--- config.mk ---
export PLATFORM = sky130hd
export DESIGN_NAME = mux_n_1_seq
export DESIGN_NICKNAME = d
export VERILOG_FILES = /design/src/rtl/mux_pkg.sv /design/src/rtl/mux_n_1_comb.sv /design/src/rtl/mux_n_1_seq.sv
export SDC_FILE = /design/constraint.sdc
export NUM_CORES = 1
export LEC_CHECK = 0
export CAP_MARGIN = 10
export CORE_ASPECT_RATIO = 1.5
export CORE_MARGIN = 5
export CORE_UTILIZATION = 45
export DETAILED_ROUTE_END_ITERATION = 6
export MAX_ROUTING_LAYER = met4
export PLACE_DENSITY = 0.95
export SYNTH_ARGS = -nofsm -noshare
export SYNTH_HDL_FRONTEND = slang
export SYNTH_SLANG_ARGS = --single-unit
export TNS_END_PERCENT = 50
--- constraint.sdc ---
create_clock -name clk -period 3 [get_ports clk]
set_clock_uncertainty 0.2 [all_clocks]
set_input_delay 0.3 -clock clk [delete_from_list [all_inputs] [get_ports clk]]
set_output_delay 0.3 -clock clk [all_outputs]
set_load 0.05 [all_outputs]
--- src/rtl/mux_pkg.sv ---
// Shared definitions for the registered N:1 multiplexer family.
// Holds the control state encoding and a constant clog2 helper used to size
// select, pointer and dwell-counter fields.
package mux_pkg;

    typedef enum logic [1:0] {
        IDLE   = 2'd0,
        DIRECT = 2'd1,
        SCAN   = 2'd2
    } mux_state_t;

    // Ceiling log2, never less than 1 so that derived vectors are always legal.
    function automatic int clog2(input int value);
        int r;
        r = 0;
        for (int i = 0; i < 31; i++) begin
            if ((1 << r) < value) begin
                r = r + 1;
            end
        end
        return (r < 1) ? 1 : r;
    endfunction

endpackage

--- src/rtl/mux_n_1_comb.sv ---
// Pure combinational N:1 selector over a packed channel bus.
// Ports: din (N*W packed, channel k at din[k*W +: W]), sel (channel index), dout.
// An out-of-range sel yields zero; callers are expected to qualify it.
module mux_n_1_comb
    import mux_pkg::*;
#(
    parameter int N  = 4,
    parameter int W  = 8,
    parameter int SW = clog2(N)
) (
    input  logic [N*W-1:0] din,
    input  logic [SW-1:0]  sel,
    output logic [W-1:0]   dout
);

    always_comb begin
        dout = '0;
        for (int k = 0; k < N; k++) begin
            if (sel == SW'(k)) begin
                dout = din[k*W +: W];
            end
        end
    end

endmodule

--- src/rtl/mux_n_1_seq.sv ---
// Registered N:1 mux with valid/ready output, direct-select and auto-scan modes.
// Ports: clk, rst_n (async, active-low), I (N*W channel data), S (direct select),
// mode (0 direct / 1 scan), en, out_ready -> Y, ch, out_valid, wrap, err.
// Latency 1 cycle; a stalled beat (out_valid & !out_ready) holds Y/ch/out_valid.
module mux_n_1_seq
    import mux_pkg::*;
#(
    parameter int N     = 4,
    parameter int W     = 8,
    parameter int DWELL = 1,
    localparam int SW   = clog2(N)
) (
    input  logic           clk,
    input  logic           rst_n,
    input  logic [N*W-1:0] I,
    input  logic [SW-1:0]  S,
    input  logic           mode,
    input  logic           en,
    input  logic           out_ready,
    output logic [W-1:0]   Y,
    output logic [SW-1:0]  ch,
    output logic           out_valid,
    output logic           wrap,
    output logic           err
);

    localparam int DCW = clog2(DWELL + 1);
    localparam logic [SW-1:0]  PTR_LAST   = SW'(N - 1);
    localparam logic [DCW-1:0] DWELL_LAST = DCW'(DWELL - 1);

    mux_state_t     state, state_nxt;
    logic [SW-1:0]  ptr, ptr_nxt;
    logic [DCW-1:0] dwell_cnt, dwell_nxt;
    logic [W-1:0]   y_nxt;
    logic [SW-1:0]  ch_nxt;
    logic           valid_nxt, wrap_nxt, err_nxt;

    logic           slot_free;
    logic           s_in_range;
    logic [SW-1:0]  scan_idx;
    logic [DCW-1:0] scan_dwell;
    logic [W-1:0]   direct_dat, scan_dat;

    // Coming into SCAN from another state always starts at channel 0 with a
    // fresh dwell count, so the first capture uses zero rather than the stale ptr.
    assign scan_idx   = (state == SCAN) ? ptr : '0;
    assign scan_dwell = (state == SCAN) ? dwell_cnt : '0;
    assign slot_free  = !out_valid || out_ready;
    assign s_in_range = (int'(S) < N);

    mux_n_1_comb #(.N(N), .W(W), .SW(SW)) u_sel_direct (
        .din  (I),
        .sel  (S),
        .dout (direct_dat)
    );

    mux_n_1_comb #(.N(N), .W(W), .SW(SW)) u_sel_scan (
        .din  (I),
        .sel  (scan_idx),
        .dout (scan_dat)
    );

    always_comb begin
        state_nxt = state;
        ptr_nxt   = ptr;
        dwell_nxt = dwell_cnt;
        y_nxt     = Y;
        ch_nxt    = ch;
        valid_nxt = out_valid;
        wrap_nxt  = 1'b0;
        err_nxt   = 1'b0;

        if (slot_free) begin
            if (!en) begin
                state_nxt = IDLE;
                valid_nxt = 1'b0;
                ptr_nxt   = '0;
                dwell_nxt = '0;
            end else if (!mode) begin
                state_nxt = DIRECT;
                if (s_in_range) begin
                    y_nxt     = direct_dat;
                    ch_nxt    = S;
                    valid_nxt = 1'b1;
                end else begin
                    valid_nxt = 1'b0;
                    err_nxt   = 1'b1;
                end
            end else begin
                state_nxt = SCAN;
                y_nxt     = scan_dat;
                ch_nxt    = scan_idx;
                valid_nxt = 1'b1;
                ptr_nxt   = scan_idx;
                if (scan_dwell == DWELL_LAST) begin
                    dwell_nxt = '0;
                    if (scan_idx == PTR_LAST) begin
                        ptr_nxt  = '0;
                        wrap_nxt = 1'b1;
                    end else begin
                        ptr_nxt = scan_idx + 1'b1;
                    end
                end else begin
                    dwell_nxt = scan_dwell + 1'b1;
                end
            end
        end
    end

    always_ff @(posedge clk or negedge rst_n) begin
        if (!rst_n) begin
            state     <= IDLE;
            ptr       <= '0;
            dwell_cnt <= '0;
            Y         <= '0;
            ch        <= '0;
            out_valid <= 1'b0;
            wrap      <= 1'b0;
            err       <= 1'b0;
        end else begin
            state     <= state_nxt;
            ptr       <= ptr_nxt;
            dwell_cnt <= dwell_nxt;
            Y         <= y_nxt;
            ch        <= ch_nxt;
            out_valid <= valid_nxt;
            wrap      <= wrap_nxt;
            err       <= err_nxt;
        end
    end

endmodule

Yosys cells after proc, flatten, opt, wreduce, memory -nomap -nowiden
Cells that the tools add are included.
- register bits after elaboration: 17
- input port bits: 39
- output and inout port bits: 13
- $add $sub $neg: 2
- equal/unequal tests: 8
- mux-type cells: 27
- reduce and logical (&&, ||, !) cells: 6
- operators with widths (kind ; number):
    2-to-1 mux 8 bit ; 9
    2-to-1 mux 2 bit ; 8
    equality test 2 bit, second input constant ; 5
    2-to-1 mux 1 bit ; 10
    equality test 2 x 1 -> 1 bit, second input constant ; 2
    logical NOT 2 bit ; 2
    AND reduction 2 bit ; 2
    adder 2 x 1 -> 2 bit, second input constant ; 1
    inequality test 2 bit, second input constant ; 1
    adder 1 bit, second input constant ; 1
    logical NOT 1 bit ; 1
    logical OR 1 bit ; 1

Depth between registers and ports, before layout
- depth after elaboration: 8
- gate-level depth with buffers: 10
- depth with buffers taken out: 8

By module
Synthesis repeated with hierarchy kept, for this count alone.
- cells, all modules: 89
- area, all modules: 1168.6 um^2
- modules (own cells, without submodules) (module ; times used ; cells each ; area an instance (um^2) ; sequential area each (um^2)):
    mux_n_1_seq ; 1 ; 69 ; 775.7 ; 400.4
    mux_n_1_comb ; 2 ; 10 ; 196.4 ; 0.0

Worst setup path after synthesis
No wires, ideal clock.
- path kind: register to register
- start: register state[1]
- end: register Y[0]
- arrival: 1517 ps
- slack: 1201 ps
- stages on the path, launching flop included: 11
- buffers on the path: 2
- period minus slack after synthesis: 1799 ps
- cells stage by stage: dfrtp_1 -> nor2b_4 -> nand2_2 -> inv_2 -> ha_1 -> buf_6 -> nor2b_2 -> buf_4 -> a22oi_1 -> a21o_1 -> a31oi_1
- word-level cells in the longest chain between the ends: 8
- RTL lines (what ; line ; text):
    start, declared ; mux_n_1_seq.sv:31 ; mux_state_t state, state_nxt;
    start signal, assigned ; mux_n_1_seq.sv:121 ; state <= state_nxt;
    equality test 2 bit (*) ; mux_n_1_seq.sv:46 ; assign scan_idx = (state == SCAN) ? ptr : '0;
    2-to-1 mux 2 bit (*) ; mux_n_1_seq.sv:46 ;
    logical NOT 2 bit ; mux_n_1_comb.sv:19 ; if (sel == SW'(k)) begin
    2-to-1 mux 8 bit (3 in series) ; mux_n_1_comb.sv:19 ;
    2-to-1 mux 8 bit (*) ; mux_n_1_comb.sv:19 ;
    2-to-1 mux 8 bit (*) ; mux_n_1_seq.sv:79 ; end else if (!mode) begin
    end signal, assigned ; mux_n_1_seq.sv:124 ; Y <= y_nxt;
    end, declared ; mux_n_1_seq.sv:20 ; output logic [W-1:0] Y,
Mark *: on every way between the ends. The rest lies on a longest branch, timed or not.
A chain may end at the register's enable or synchronous reset.

Final worst setup path
- start: register state[0]
- end: register Y[4]
The elaborated chain is that of the path after synthesis.

==> summary.log <==
INFO  run_status     outcome=finished clean
INFO  logic_synthesis syn_area_per_cell=10.5squm
INFO  setup_path     worst_stage_delay_on_the_critical_path=400ps
INFO  setup_path     crit_path_cell_trace=nor2b_4 -> nand2_1 -> inv_1 -> ha_1 -> nand2b_1 -> o221ai_1 -> a21o_1 -> a31oi_1
INFO  clock_tree     post_cts_resized=0
INFO  logic_synthesis post_synth_inst_count=115
INFO  clock_tree     skew_pair_late_insertion_delay=250ps
INFO  power_and_ir_drop p_per_area=433nW/um^2
INFO  logic_synthesis most_used_standard_cells_in_the_synthesized_netlist=dfrtp_1 (16), nor2_1 (12), nand2b_1 (9)
INFO  floorplan      die_footprint=3840squm
INFO  clock_tree     cts_tree=yes
INFO  sta            setup-violations-final=0
INFO  run            max_cap_violations=0
INFO  logic_synthesis yosysTopAreaCellShare=0.332
INFO  clock_tree     cts_root_buffer=clkbuf_8
INFO  clock_tree     cts_setup_buffers=0
INFO  place          dp.final_hpwl=2580um
INFO  grt            grt_remaining_overflow=0
INFO  drt            postRouteAntennaNets=0
INFO  clock_tree     ctsHoldBuffers=0
INFO  logic_synthesis yosys.cell_count.top_type=dfrtp_1
INFO  logic_synthesis synthArstFlopShare=1.00
INFO  drt            num_vias=1,132
INFO  sta            max_freq=458MHz
INFO  setup_path     crit_path_end_kind=register
INFO  grt            grt_pass1_wl=5460um
INFO  setup_path     critical_path.startpoint_type=register
INFO  floorplan      placeableCoreArea=2620squm
INFO  place          globalplace.congestion=0.821
INFO  sta            max-slew-margin-rel=0.430
INFO  layout         antenna_cells=0
INFO  setup_path     timing.critical_path.slowest_stage_cell=dfrtp_1
INFO  grt            largest_net_degree_at_the_start_of_global_routing=24
INFO  logic_synthesis synthesis.area=1210squm
INFO  drt            route.final.wire_length=3310um
INFO  layout         final_cell_count_no_fill=196
INFO  drt            route.detailed.drc=0
INFO  logic_synthesis top_flip_flop_cell_by_instance_count_after_synthesis=dfrtp_1
INFO  logic_synthesis synth_seq_cells=16
INFO  logic_synthesis synthTopCellsByArea=dfrtp_1 (33%), mux4_2 (15%), o221ai_1 (5.8%)
INFO  clock_tree     cts_buffers=3
INFO  grt            first_global_vias=1,208
INFO  clock_tree     clkTransAtPathRegs=70ps
INFO  logic_synthesis synth_edf_count=0
INFO  power_and_ir_drop ir_drop=0.000251V
INFO  layout         final_net_count=203
INFO  drt            dr.first_iter.drc_count=45
INFO  place          io_buffer_count=50
INFO  sta            rsz_0062_raised_after_global_routing=false
INFO  floorplan      floorplan.die.height=73.4um
INFO  min_path       holdCritPathClass=primary input to async pin
INFO  clock_tree     cts-root-to-sink-buffers=2
INFO  floorplan      die_w=52.3um
INFO  sta            timing.final.max_slew_violations=0
INFO  drt            vias_per_cell=5.78
INFO  sta            final-hold-violation-count=0
INFO  clock_tree     htreeDepth=1
INFO  logic_synthesis yosysSeqAreaShare=0.332
INFO  sta            timing.final.crit_period=2190ps
INFO  grt            antenna_found_initial=0
INFO  place          dp_cells=192
INFO  setup_path     cp_data_required_time=2970ps
INFO  setup_path     timing.critical_path.arrival=2160ps
INFO  floorplan      start_util=0.461
INFO  sta            tns=0ps
INFO  setup_path     critPathMaxFanout=8
INFO  drt            drtPass1Iterations=4
INFO  clock_tree     tritoncts_num_sinks=16
INFO  power_and_ir_drop leakage=0.715nW
INFO  setup_path     setup.worst_path.class=register to register
INFO  logic_synthesis syn-num-nets=158
INFO  floorplan      pin_count=52
INFO  floorplan      cell_rows=23
INFO  sta            tightest_slew=851ps
INFO  logic_synthesis synth-warning-count=0
INFO  logic_synthesis synthDistinctLibCells=31
INFO  logic_synthesis netlist.top_cell.by_area=dfrtp_1
INFO  drt            routedWlPerCell=16.9um
INFO  layout         drive_gt1_frac=0.132
INFO  layout         areaGrowthSynthToFinish=44.4%
INFO  grt            grt.total_usage=0.193
INFO  sta            fin_crit_sh=0.729
-- cell type report --
cell class	count	area, sq um
timing repair buffer	50	500
tap	37	46.3
fill	202	876
inverter	3	11.3
clock buffer	4	55.1
multi-input combinational	86	729
sequential	16	400
-- critical path: cells and delay by family (launching register included) --
kind / cells / cell delay (ps)
and+or+nand+nor: 3 / 580
adders and majority gates: 1 / 210
DFF: 1 / 400
buffers and inverters: 1 / 110
AOI/OAI and AO/OA: 3 / 610
-- flip-flops by register name, summed over array words and instances (netlist names) --
signal     cells
out_valid      1
ptr            2
wrap           1
Y              8
ch             2
state          2
-- layout by cell type, fill, tap and decap left out, types with 4 or more instances in the layout --
master and instances:
nor2_1 12, clkdlybuf4s50_1 50, nand2b_1 9, a31oi_1 8, a21o_1 8, mux4_2 8
a22oi_1 8, dfrtp_1 16, o221ai_1 8, ha_1 4, clkbuf_8 4
-- where the power goes --
part / internal [mW] / switching, mW / total (mW)
registers: 0.243 / 0.0166 / 0.260
clock network: 0.116 / 0.0747 / 0.191
logic: 0.139 / 0.165 / 0.304
total: 0.499 / 0.257 / 0.755
-- logic make-up (layout without fill, tap and decap cells) --
logic type	Yosys count	count (layout)	share of synthesized area
AO/OA/AOI/OAI	37	37	0.226
AND/OR/NAND/NOR	32	32	0.149
flip-flops	16	16	0.332
buffers and inverters	13	57	0.0642
multiplexers	12	12	0.184
adder cells (fa/ha/maj)	4	4	0.0415
other	1	1	0.00311
-- final timing paths --
check / start / endpoint / slack [ps] / cells after the start
max in group asynchronous: rst_n / ptr[1]$_DFFE_PN0P_ / 1850 / 1
min in group clk: state[1]$_DFFE_PN0N_ / state[1]$_DFFE_PN0N_ / 320 / 1
max: state[0]$_DFFE_PN0N_ / Y[4]$_DFFE_PN0P_ / 810 / 8
min reg2reg: state[1]$_DFFE_PN0N_ / state[1]$_DFFE_PN0N_ / 320 / 1
min: rst_n / Y[0]$_DFFE_PN0P_ / 280 / 1
max reg2reg: state[0]$_DFFE_PN0N_ / Y[4]$_DFFE_PN0P_ / 810 / 8
-- per-stage QoR --
| stage | hold WS, ps | worst slack [ps] | util | power, mW | cell area, sq um |
|---|---|---|---|---|---|
| floorplan | -196 | 1200 | - | 0.448 | 1210 |
| global placement | 290 | 761 | 0.645 | 0.558 | 1690 |
| detailed placement | 299 | 694 | 0.645 | 0.567 | 1690 |
| CTS | 304 | 824 | 0.666 | 0.759 | 1740 |
| global route | 367 | 700 | 0.666 | 0.789 | 1740 |
| finish | 276 | 814 | 0.666 | 0.755 | 1740 |
-- routing by layer --
metal | up-vias | GRT usage | wire length [um]
met4 | 0 | 0.0852 | 91
met1 | 537 | 0.222 | 1210
met3 | 9 | 0.0122 | 244
met2 | 60 | 0.338 | 1770
li1 | 526 | - | -
met5 | - | - | 0
Power figures use the tool's default switching activity.
